--- src/rtl/present_pkg.sv ---
// Shared PRESENT constants and the 4-bit S-box used by the key schedule.
package present_pkg;

    localparam int KEY_W   = 80;
    localparam int STATE_W = 64;
    localparam int RK_LO   = 16;

    // Nibble i of this constant is S(i)
    localparam logic [63:0] SBOX = 64'h21748FE3DA09B65C;

    typedef enum logic {
        IDLE = 1'b0,
        EMIT = 1'b1
    } ks_state_t;

    function automatic logic [3:0] sbox(input logic [3:0] x);
        return SBOX[{x, 2'b00} +: 4];
    endfunction

endpackage

--- src/rtl/key_update.sv ---
// One PRESENT-80 key-register update step: rotate, S-box top nibble,
// mix round counter into bits 19..15.
module key_update
    import present_pkg::*;
(
    input  logic [KEY_W-1:0] k,
    input  logic [4:0]       i,
    output logic [KEY_W-1:0] k_next
);

    logic [KEY_W-1:0] t;

    assign t = {k[18:0], k[79:19]};

    assign k_next = {sbox(t[79:76]), t[75:20], t[19:15] ^ i, t[14:0]};

endmodule

--- src/rtl/key_schedule.sv ---
// Iterative PRESENT-80 key schedule streaming one key-register state
// per accepted transfer over a valid/ready interface.
module key_schedule
    import present_pkg::*;
#(
    parameter int ROUNDS = 32
) (
    input  logic             clk,
    input  logic             rst,
    input  logic             start,
    input  logic [KEY_W-1:0] k_in,
    output logic             busy,
    output logic             k_valid,
    input  logic             k_ready,
    output logic [KEY_W-1:0] k_out,
    output logic [4:0]       k_idx,
    output logic             done
);

    ks_state_t        state;
    ks_state_t        state_next;
    logic [5:0]       cnt;
    logic [KEY_W-1:0] key_reg;
    logic [KEY_W-1:0] key_next;
    logic             done_q;
    logic             last;
    logic             load;
    logic             advance;

    assign last    = (cnt == 6'(ROUNDS));
    assign load    = (state == IDLE) && start;
    assign advance = (state == EMIT) && k_ready;

    key_update u_update (
        .k      (key_reg),
        .i      (cnt[4:0]),
        .k_next (key_next)
    );

    always_ff @(posedge clk or negedge rst) begin
        if (!rst) begin
            state <= IDLE;
        end else begin
            state <= state_next;
        end
    end

    always_comb begin
        state_next = state;
        case (state)
            IDLE: if (start) state_next = EMIT;
            EMIT: if (k_ready && last) state_next = IDLE;
            default: state_next = IDLE;
        endcase
    end

    // Final transfer leaves key_reg/cnt untouched so outputs hold in IDLE
    always_ff @(posedge clk or negedge rst) begin
        if (!rst) begin
            key_reg <= '0;
            cnt     <= '0;
            done_q  <= 1'b0;
        end else begin
            done_q <= advance && last;
            if (load) begin
                key_reg <= k_in;
                cnt     <= 6'd1;
            end else if (advance && !last) begin
                key_reg <= key_next;
                cnt     <= cnt + 6'd1;
            end
        end
    end

    always_comb begin
        busy    = (state == EMIT);
        k_valid = (state == EMIT);
        k_out   = key_reg;
        k_idx   = cnt[4:0];
        done    = done_q;
    end

endmodule

--- config.mk ---
export PLATFORM = sky130hd
export DESIGN_NAME = key_schedule
export DESIGN_NICKNAME = d
export VERILOG_FILES = /design/src/rtl/present_pkg.sv /design/src/rtl/key_update.sv /design/src/rtl/key_schedule.sv
export SDC_FILE = /design/constraint.sdc
export NUM_CORES = 1
export LEC_CHECK = 0
export ABC_CLOCK_PERIOD_IN_PS = 1600
export CELL_PAD_IN_SITES_DETAIL_PLACEMENT = 0
export CELL_PAD_IN_SITES_GLOBAL_PLACEMENT = 1
export CORE_MARGIN = 10
export CORE_UTILIZATION = 28
export CTS_BUF_LIST = sky130_fd_sc_hd__clkbuf_16
export DETAILED_ROUTE_END_ITERATION = 8
export PLACE_DENSITY_LB_ADDON = 0.1
export SYNTH_ARGS = -nofsm -noshare
export SYNTH_HDL_FRONTEND = slang
export SYNTH_SLANG_ARGS = --single-unit
export TNS_END_PERCENT = 1
--- constraint.sdc ---
create_clock -name clk -period 1.6 [get_ports clk]
set_input_delay 0.32 -clock clk [delete_from_list [all_inputs] [get_ports clk]]
set_output_delay 0.32 -clock clk [all_outputs]
set_load 0.01 [all_outputs]
==> reports/qor.yml <==
fin_util_pct: 46.7
die-area_um2: 20100
cts_tree: "yes"
drt-initial-drc-count: 213
synth_area_um2: 4160
clk_path_buf_depth: 2
via_count: 4054
fillers: 1418
grt_pass1_wl_mm: 25.2
worstPathMaxFanout: 6
layout_common_cells: "dfrtp_1 (85), clkdlybuf4s50_1 (83), nand2_1 (81), dlygate4sd2_1 (80), nand3_1 (72)"
arrival_ns: 1.80
drive_above_1_share_pct: 17.8
start_kind: "flop"
p_leak_nw: 3.38
setup_tns_ns: 0
r2r_start: "k_out[15]"
holdCritPathClass: "in -> async"
rr_worst_depth: 6
coreArea_um2: 14500
rows: 44
max_stage_delay_ns: 0.45
r2r_setup_slack_ns: 0.03
dpl.hpwl_mm: 12.3
cts_max_level: 3
instances_no_fill: 803
finalNetCount: 705
slew_viol_final: 0
setup_viol: 0
max_freq_mhz: 635
cap_violations: 0
root_buffer: "clkbuf_16"
grtUsageTotal_pct: 16.1
setup_ws_ns: 0.0259
synth_cells: 431
postRouteAntennaNets: 0
clock_sinks: 88
path_cells: "buf_4 > ha_1 > inv_1 > mux4_2 > o22ai_1 > nor2_1"
area_delta_synth_final_pct: 63.3
pre_cts_ws_ns: -0.174
r2r_end: "k_out[77]"
cp_slowest_cell: "mux4_2"
path_buf_inv: 2
crit_required_ns: 1.82
layout_commonest_cell: "dfrtp_1"
grt_max_degree: 39
grt_pass1_vias: 4181
post_drt_wl_per_cell_um: 20.5
ys.flop_type: "dfrtp_1"
ir_drop_mv: 0.811
skew_ns: 0.00813
gp_congestion: 0.870
timing.final.crit_share_pct: 98.4
criticalPathCategory: "reg -> reg"
setup.worst_path.start: "k_out[15]"
avgSynthCellArea_um2: 9.64
synth-seq-area-share_pct: 53.0
antenna_found_initial: 1
power_density_nw_per_um2: 1510
worst_pin_slew_ns: 0.455
hold_violations: 0
die_h_um: 142
grt_overflow: 0
syn_nets: 522
die_w_um: 142
post-route-min-period_ns: 1.57
outcome: "finished, final reports clean"
first_pass_iters: 4
path_clk_slew_ns: 0.06
viasPerCell: 5.05
max-slew-margin-rel_pct: 69.7
worstSetupEndpointType: "flop"
async_reset_ff_share_pct: 100
routed_wl_mm: 16.5
placedCellCount: 780
clock_latency_ns: 0.34
synth_cell_types: 32
rsz0062_at_grt: "true"
cts_buffers: 9
pin_count: 172
ys_warn_count: 0
ys_ff_latch: 88
start_util_pct: 28.6
fin_hold_ws_ns: 0.470
port_buffers: 171
drc: 0
cp_top_family: "multiplexers"
synth_edf_count: 0
[kinds of logic (layout without fill, tap and decap cells)]
logic type / Yosys count / after routing / share of synthesized area (%)
compound gates: 94 / 95 / 16.9
xor+xnor: 9 / 9 / 1.90
fa+ha+maj: 7 / 7 / 2.11
buf+inv: 48 / 234 / 5.81
flops: 88 / 88 / 53.0
mux: 1 / 1 / 0.542
other cells: 0 / 1 / 0
simple gates: 184 / 184 / 19.8
[final cells by class]
class / count / area [µm²] / share of cell area (%)
timing repair buffer: 214 / 2110 / 31.1
antenna: 1 / 2.50 / 0.0369
tap: 184 / 230 / 3.39
clock inverter: 6 / 30.0 / 0.443
clock buffer: 9 / 225 / 3.32
sequential: 88 / 2210 / 32.5
multi-input combinational: 296 / 1960 / 28.9
inverter: 5 / 18.8 / 0.277
[state kept, by name, indices dropped and copies added, names as in the netlist]
signal and count:
busy 1, cnt 6, k_out 80, done 1
[layer usage]
layer | vias to the layer above | wire length (µm) | track usage [%]
li1 | 1910 | - | -
met1 | 1993 | 7250 | 21.5
met2 | 142 | 7780 | 23.7
met3 | 9 | 1320 | 6.44
met4 | 0 | 153 | 3.66
met5 | - | 0 | 0
[report_power, final]
group / switching [mW] / internal [mW] / total, mW
logic: 2.14 / 2.21 / 4.35
registers: 0.922 / 3.08 / 4.01
clock network: 0.881 / 1.02 / 1.91
[through the flow]
step	area (µm²)	power (mW)
3_3_place_gp	6320	8.66
6_report	6790	10.3
5_1_grt	6790	11.0
4_1_cts	6510	10.1
3_5_place_dp	6320	8.69
2_1_floorplan	4160	5.76
[cell usage after synthesis (2+ instances only)]
cell type,instances,area (µm²)
o31ai_1,2,15.0
clkbuf_1,14,52.6
dfrtp_1,88,2200
a22oi_1,71,533
nor2_1,17,63.8
inv_1,5,18.8
a31oi_1,3,18.8
a21oi_1,3,15.0
nand2_1,81,304
ha_1,7,87.6
buf_4,15,113
xor2_1,8,70.1
a211oi_1,5,37.5
nor3_1,5,25.0
buf_2,3,15.0
nand4_1,2,12.5
nor2b_1,2,12.5
buf_1,10,37.5
nand3_1,72,360
o22ai_1,6,37.5
[worst reg2reg max path, stage by stage, from the launching register on]
cell and delay [ns]:
dfrtp_2 0.42, buf_4 0.13, ha_1 0.16, inv_1 0.05
mux4_2 0.45, o22ai_1 0.18, nor2_1 0.06
[what timing repair did]
action,4_1_cts,5_1_grt
gates cloned,0,1
endpoints found under the setup margin,85,55
buffers inserted,0,5
hold buffers,1,0
endpoints found under the hold margin,27,0
resized for setup,86,50
pin swaps,2,3
[how the worst max path moves through the flow]
stage                            to  slack, ns  cells after the start
after global placement    k_out[76]      -0.19                      5
after detailed placement  k_out[76]      -0.17                      6
after floorplan           k_out[79]       0.04                      6
after global routing      k_out[77]      -0.05                      6
after CTS                 k_out[41]     -0.009                      6
final                     k_out[77]       0.03                      6
Power figures use the tool's default switching activity.
